--- src/rtl/mem_port_arbiter.sv ---
// mem_port_arbiter
// Serializes the CPU instruction-side (imem_*) and data-side (dmem_*) request
// ports onto a single one-word backing memory port. A granted request is
// latched and held stable on mem_* until mem_resp. The winning side then gets
// a one-cycle resp pulse and registered read data.
//
// Arbitration (default build): fixed D priority. A saturating starvation
// counter forces an I grant after STARVE_LIMIT consecutive D grants taken
// while I was waiting.
// Optional macro ARB_ROUND_ROBIN_EN: the starvation counter is replaced by a
// 1-bit last_grant. On simultaneous requests, the side not granted last wins.
//
// Ports:
//   clk, rst                       clock, async active-high reset
//   imem_read/address              I-side read request
//   imem_resp/rdata                I-side done pulse / read data
//   dmem_read/write/wmask/address/wdata   D-side request
//   dmem_resp/rdata                D-side done pulse / read data
//   mem_read/write/wmask/address/wdata    backing memory request
//   mem_resp/rdata                 backing memory done / read data
//
// state   | meaning
// IDLE    | no transaction; arbitrate and latch the winning request
// SERVE_I | I read presented on mem_*, waiting for mem_resp
// SERVE_D | D read/write presented on mem_*, waiting for mem_resp
// DONE_I  | imem_resp pulse; requester gets one cycle to drop its request
// DONE_D  | dmem_resp pulse; requester gets one cycle to drop its request

module mem_port_arbiter #(
   parameter int STARVE_LIMIT = 4,
   parameter int ADDR_W       = 32
) (
   input  logic              clk,
   input  logic              rst,
   input  logic              imem_read,
   input  logic [ADDR_W-1:0] imem_address,
   output logic              imem_resp,
   output logic [ADDR_W-1:0] imem_rdata,
   input  logic              dmem_read,
   input  logic              dmem_write,
   input  logic [3:0]        dmem_wmask,
   input  logic [ADDR_W-1:0] dmem_address,
   input  logic [ADDR_W-1:0] dmem_wdata,
   output logic              dmem_resp,
   output logic [ADDR_W-1:0] dmem_rdata,
   output logic              mem_read,
   output logic              mem_write,
   output logic [3:0]        mem_wmask,
   output logic [ADDR_W-1:0] mem_address,
   output logic [ADDR_W-1:0] mem_wdata,
   input  logic              mem_resp,
   input  logic [ADDR_W-1:0] mem_rdata
);

   typedef enum logic [2:0] {
      IDLE    = 3'd0,
      SERVE_I = 3'd1,
      SERVE_D = 3'd2,
      DONE_I  = 3'd3,
      DONE_D  = 3'd4
   } state_t;

   state_t            state, state_nxt;
   logic              d_req;
   logic              grant_i, grant_d;

   logic [ADDR_W-1:0] lat_addr;
   logic [ADDR_W-1:0] lat_wdata;
   logic [3:0]        lat_wmask;
   logic              lat_read;
   logic              lat_write;

   assign d_req = dmem_read | dmem_write;

`ifdef ARB_ROUND_ROBIN_EN
   // 0 = I granted last, 1 = D granted last
   logic last_grant;

   always_comb begin
      grant_i = 1'b0;
      grant_d = 1'b0;
      if (state == IDLE) begin
         if (d_req && imem_read) begin
            grant_i = last_grant;
            grant_d = ~last_grant;
         end else if (d_req) begin
            grant_d = 1'b1;
         end else if (imem_read) begin
            grant_i = 1'b1;
         end
      end
   end

   always_ff @(posedge clk or posedge rst) begin
      if (rst) begin
         last_grant <= 1'b0;
      end else if (grant_d) begin
         last_grant <= 1'b1;
      end else if (grant_i) begin
         last_grant <= 1'b0;
      end
   end
`else
   localparam logic [3:0] LIMIT = 4'(STARVE_LIMIT);
   logic [3:0] starve_cnt;

   always_comb begin
      grant_i = 1'b0;
      grant_d = 1'b0;
      if (state == IDLE) begin
         if (d_req && (starve_cnt < LIMIT)) begin
            grant_d = 1'b1;
         end else if (imem_read) begin
            grant_i = 1'b1;
         end else if (d_req) begin
            grant_d = 1'b1;
         end
      end
   end

   // Only D grants that jump ahead of a waiting I count toward starvation.
   always_ff @(posedge clk or posedge rst) begin
      if (rst) begin
         starve_cnt <= 4'd0;
      end else if (grant_i) begin
         starve_cnt <= 4'd0;
      end else if (grant_d && imem_read && (starve_cnt < LIMIT)) begin
         starve_cnt <= starve_cnt + 4'd1;
      end
   end
`endif

   always_ff @(posedge clk or posedge rst) begin
      if (rst) begin
         state <= IDLE;
      end else begin
         state <= state_nxt;
      end
   end

   // Request latch; a D request with both read and write set is stored as a write.
   always_ff @(posedge clk or posedge rst) begin
      if (rst) begin
         lat_addr  <= '0;
         lat_wdata <= '0;
         lat_wmask <= 4'd0;
         lat_read  <= 1'b0;
         lat_write <= 1'b0;
      end else if (grant_d) begin
         lat_addr  <= dmem_address;
         lat_wdata <= dmem_wdata;
         lat_wmask <= dmem_wmask;
         lat_read  <= dmem_read & ~dmem_write;
         lat_write <= dmem_write;
      end else if (grant_i) begin
         lat_addr  <= imem_address;
         lat_wdata <= '0;
         lat_wmask <= 4'd0;
         lat_read  <= 1'b1;
         lat_write <= 1'b0;
      end
   end

   always_ff @(posedge clk or posedge rst) begin
      if (rst) begin
         imem_rdata <= '0;
         dmem_rdata <= '0;
      end else begin
         if (state == SERVE_I && mem_resp) begin
            imem_rdata <= mem_rdata;
         end
         if (state == SERVE_D && mem_resp && lat_read) begin
            dmem_rdata <= mem_rdata;
         end
      end
   end

   always_comb begin
      state_nxt   = state;
      mem_read    = 1'b0;
      mem_write   = 1'b0;
      mem_wmask   = 4'd0;
      mem_address = '0;
      mem_wdata   = '0;
      imem_resp   = 1'b0;
      dmem_resp   = 1'b0;
      case (state)
         IDLE: begin
            if (grant_d) begin
               state_nxt = SERVE_D;
            end else if (grant_i) begin
               state_nxt = SERVE_I;
            end
         end
         SERVE_I: begin
            mem_read    = 1'b1;
            mem_address = lat_addr;
            if (mem_resp) begin
               state_nxt = DONE_I;
            end
         end
         SERVE_D: begin
            mem_read    = lat_read;
            mem_write   = lat_write;
            mem_wmask   = lat_wmask;
            mem_address = lat_addr;
            mem_wdata   = lat_wdata;
            if (mem_resp) begin
               state_nxt = DONE_D;
            end
         end
         DONE_I: begin
            imem_resp = 1'b1;
            state_nxt = IDLE;
         end
         DONE_D: begin
            dmem_resp = 1'b1;
            state_nxt = IDLE;
         end
         default: state_nxt = IDLE;
      endcase
   end

endmodule

--- config.mk ---
export PLATFORM = sky130hd
export DESIGN_NAME = mem_port_arbiter
export DESIGN_NICKNAME = d
export VERILOG_FILES = /design/src/rtl/mem_port_arbiter.sv
export SDC_FILE = /design/constraint.sdc
export NUM_CORES = 1
export LEC_CHECK = 0
export CORE_ASPECT_RATIO = 1.25
export CORE_MARGIN = 8
export CORE_UTILIZATION = 46
export DETAILED_ROUTE_END_ITERATION = 8
export GPL_TIMING_DRIVEN = 0
export PLACE_DENSITY = 0.86
export SETUP_SLACK_MARGIN = 0.4
export SYNTH_ARGS = -nofsm -noshare
export SYNTH_HDL_FRONTEND = slang
export SYNTH_SLANG_ARGS = --single-unit
--- constraint.sdc ---
create_clock -name clk -period 10.5 [get_ports clk]
set_input_delay 2.625 -clock clk [delete_from_list [all_inputs] [get_ports clk]]
set_output_delay 2.625 -clock clk [all_outputs]
set_load 0.005 [all_outputs]
; ---- Yosys cells after proc, flatten, opt, wreduce, memory -nomap -nowiden
; Index checks and enable logic that the tools add are counted.
[word_totals]
ff_bits = 141
inputBits = 138
[op_classes]
bitwise = 3
n_mux = 31
n_eq_ne = 7
reduce_logical = 11
addsub = 1
n_lt_le_gt_ge = 1
[op_table]
columns = op, count
row1 = 2-to-1 mux 32 bit, 6
row2 = 2-to-1 mux 4 bit, 5
row3 = 2-to-1 mux 1 bit, 14
row4 = 2-to-1 mux 3 bit, 4
row5 = one-hot mux 3 bit (3 select lines), 1
row6 = "== test 3 x 2 -> 1 bit, second input constant", 2
row7 = logical AND 1 bit, 6
row8 = "adder 4 x 1 -> 4 bit, second input constant", 1
row9 = "less-than comparator 4 x 3 -> 1 bit, second input constant", 1
row10 = "!= test 2 bit, second input constant", 2
row11 = nonzero test 2 bit, 2
row12 = "== test 3 x 1 -> 1 bit, second input constant", 1
row13 = "== test 3 bit, second input constant", 1
row14 = zero test 3 bit, 1
row15 = "!= test 3 bit, second input constant", 1
row16 = AND reduction 3 bit, 1
row17 = one-hot mux 1 bit (2 select lines), 1
row18 = OR reduction 2 bit, 1
row19 = AND 1 bit, 1
row20 = inverter 1 bit, 1
row21 = bitwise OR 1 bit, 1

; ---- Longest topological paths before layout
[logic_depth]
word_depth = 9
mapped_depth = 7
depth_no_buf = 3

; ---- Worst setup path after synthesis
; Ideal clock, no wire load.
[synth_path]
kind = reg2out
from = reg state[2]
to = out mem_wdata[14]
stages_incl_launch_ff = 6
path_buffers = 3
arrival_time_ns = 1.345
required_time_ns = 7.875
setup_slack_ns = 6.530
cell_sequence = dfrtp_1 > clkbuf_1 > nor3b_1 > clkbuf_1 > clkbuf_1 > and2_1
[synth_between]
elab_chain_len = 2
[synth_rtl]
columns = element, line_no
row1 = from (decl), 63  ; state_t state, state_nxt;
row2 = from (signal assigned), 137  ; state <= state_nxt;
row3 = == test 3 x 2 -> 1 bit, 187  ; case (state)
row4 = 2-to-1 mux 32 bit, 187
row5 = to (decl), 50  ; output logic [ADDR_W-1:0] mem_wdata,
; Every way passes these cells.

; ---- Final worst setup path
[layout_path]
from = reg state[2]
to = out mem_wdata[28]
; The elaborated chain is that of the path after synthesis.

==> impl_metrics.env <==
export IMPL_post_cts_setup_buffers=0
export IMPL_worstPathArrival_ns=2.80
export IMPL_drt_pass1_iterations=4
export IMPL_cap_viol_max_count=0
export IMPL_wirelength_um=21580
export IMPL_vias=5448
export IMPL_finClkSkew_ns=0.006165
export IMPL_nets=929
export IMPL_drive_gt1_frac=0.1494
export IMPL_tightestPinTransition_ns=0.9066
export IMPL_syn_inst=497
export IMPL_p_per_area_nw_per_um2=305.2
export IMPL_vdd_ir_drop_max_mv=0.1626
export IMPL_antenna_found_initial=0
export IMPL_syn_avg_cell_area_um2=12.84
export IMPL_grt_max_degree=73
export IMPL_critPathKind="reg2out"
export IMPL_core_area_um2=13690
export IMPL_synthesis_area_um2=6382
export IMPL_cp_end_kind="primary output"
export IMPL_gp_congestion=0.9038
export IMPL_fill_cells=955
export IMPL_die_w_um=121.4
export IMPL_startpoint_type="flop"
export IMPL_synthToLayoutAreaGrowth_pct=56.66
export IMPL_grt_overflow_total=0
export IMPL_setup_viol=0
export IMPL_max_freq_mhz=184.3
export IMPL_rsz0062_at_grt="no"
export IMPL_io_buffers=273
export IMPL_synth_cell_type_count=33
export IMPL_cts_htree_levels=4
export IMPL_mostFrequentLayoutCell="clkdlybuf4s50_1"
export IMPL_setup_slack_ns=5.075
export IMPL_die_area_um2=17920
export IMPL_drc=0
export IMPL_final_cell_mix="clkdlybuf4s50_1 (273), dfrtp_1 (141), and2_1 (72), mux2_2 (65), a22o_1 (36)"
export IMPL_pre_cts_ws_ns=5.476
export IMPL_placementRows=48
export IMPL_drt_wirelength_per_cell_um=22.06
export IMPL_cts_buffer_depth=2
export IMPL_placedCellCount=946
export IMPL_crit_fanout=10
export IMPL_leakage_nw=4.486
export IMPL_io_pins=274
export IMPL_drtIter0Drc=291
export IMPL_fin_crit_ns=5.425
export IMPL_ys_seq_area_frac=0.5528
export IMPL_hold_class="reg2reg"
export IMPL_grt_pass1_wl_um=32890
export IMPL_clkLatencyLatePin_ns=0.42
export IMPL_grt_usage=0.2369
export IMPL_ys_seq_elements=141
export IMPL_hold_viol_final=0
export IMPL_fin_tns_setup_ns=0
export IMPL_worstPathRequired_ns=7.88
export IMPL_cts_resized=0
export IMPL_async_reset_ff_frac=1.000
export IMPL_grt_pass1_vias=5965
export IMPL_start_util=0.4661
export IMPL_clk_pin_slew_ns=0.06
export IMPL_chipHeight_um=147.7
export IMPL_yosys_warnings=0
export IMPL_power_w=0.003051
export IMPL_clock_sinks=141
export IMPL_tritoncts="built"
export IMPL_avgViaCountPerCell=5.571
export IMPL_synth_main_ff_cell="dfrtp_1"
export IMPL_dp_hpwl_um=16360
export IMPL_final_antenna_net_count=0
export IMPL_period_share=0.5167
export IMPL_cts_buffers=17
export IMPL_root_buffer="clkbuf_16"
export IMPL_slew_headroom=0.3934
export IMPL_synth_edf_count=0
export IMPL_layout_cells_non_filler=978
export IMPL_maxSlewViolCount=0
export IMPL_cts_hold_buf=0
export IMPL_num_antenna_cells=0
export IMPL_status="complete, no violations"
export IMPL_syn_nets=636
[metrics by stage]
| step | hold slack, ns | cell area (µm²) | utilization |
|---|---|---|---|
| detailed placement | 0.4735 | 9366 | 0.6840 |
| CTS | 0.4955 | 9998 | 0.7302 |
| global placement | 0.4661 | 9334 | 0.6817 |
| global route | 0.5039 | 9998 | 0.7302 |
| finish | 0.4935 | 9998 | 0.7302 |
| floorplan | 0.4577 | 6382 | - |
[registers in the layout, indices dropped and copies added (netlist names)]
signal	cells
lat_read	1
lat_addr	32
state	3
imem_rdata	32
lat_wdata	32
dmem_rdata	32
lat_write	1
lat_wmask	4
starve_cnt	4
[routing by layer]
layer,track usage,up-vias,part of all wire
met5,0,-,0
met4,0.1175,0,0.038
li1,-,2432,-
met2,0.4048,293,0.51
met3,0.09313,54,0.094
met1,0.2467,2669,0.36
[worst max-delay path, cell delays in order (launching register included)]
cell and delay [ns]:
dfrtp_1 0.38, clkbuf_1 0.20, nor3b_1 0.35, clkbuf_1 0.38, clkbuf_1 0.35, and2_1 0.20, clkdlybuf4s50_1 0.51
[final timing paths]
| path | endpoint | from | slack, ns | cells past startpoint |
|---|---|---|---|---|
| setup / recovery | mem_wdata[28] | state[2] | 5.07 | 6 |
| hold / removal | lat_wdata[14] | lat_wdata[14] | 0.49 | 1 |
| setup reg to reg | starve_cnt[0] | state[2] | 8.35 | 6 |
| hold reg to reg | lat_wdata[14] | lat_wdata[14] | 0.49 | 1 |
| max in group asynchronous | dmem_rdata[4] | rst | 7.05 | 3 |
| min in group asynchronous | lat_wdata[8] | rst | 2.68 | 2 |
[kinds of logic after synthesis]
kind of cell / share of synthesized area
buf+inv: 0.03685
mux: 0.1163
xor+xnor: 0.001373
flops: 0.5528
simple gates: 0.08861
compound gates: 0.2021
fa+ha+maj: 0.001960
[area by class of cell]
class	instances	area [µm²]	area share
inverter	3	16.27	0.001627
timing repair buffer	274	2760	0.2761
clock buffer	19	442.9	0.04430
tap	175	219.0	0.02190
sequential	141	3528	0.3529
clock inverter	13	188.9	0.01890
buffer	49	224.0	0.02240
multi-input combinational	304	2619	0.2619
[where the power goes]
group          leakage [nW]  internal [W]  switching, W
registers              1.73      0.000812      0.000138
clock network         0.304      0.000405      0.000234
logic                  2.45      0.000862      0.000599
[synthesized netlist by cell type, types with 2 or more instances]
| cell | n | area (µm²) |
|---|---|---|
| dfrtp_1 | 141 | 3528 |
| and2_1 | 72 | 450.4 |
| mux2_2 | 65 | 732.0 |
| a22o_1 | 36 | 315.3 |
| o21a_1 | 33 | 247.7 |
| a211o_1 | 32 | 280.3 |
| o2111a_1 | 32 | 360.4 |
| clkbuf_1 | 29 | 108.9 |
| buf_2 | 17 | 85.08 |
| nor2_1 | 5 | 18.77 |
| nor3_1 | 4 | 20.02 |
| inv_1 | 3 | 11.26 |
| nand2_1 | 3 | 11.26 |
| a21boi_0 | 2 | 15.01 |
| a41o_1 | 2 | 20.02 |
| buf_6 | 2 | 22.52 |
| nor3b_1 | 2 | 15.01 |
| o21ai_0 | 2 | 10.01 |
No activity file was read; power rests on OpenSTA's default activity.
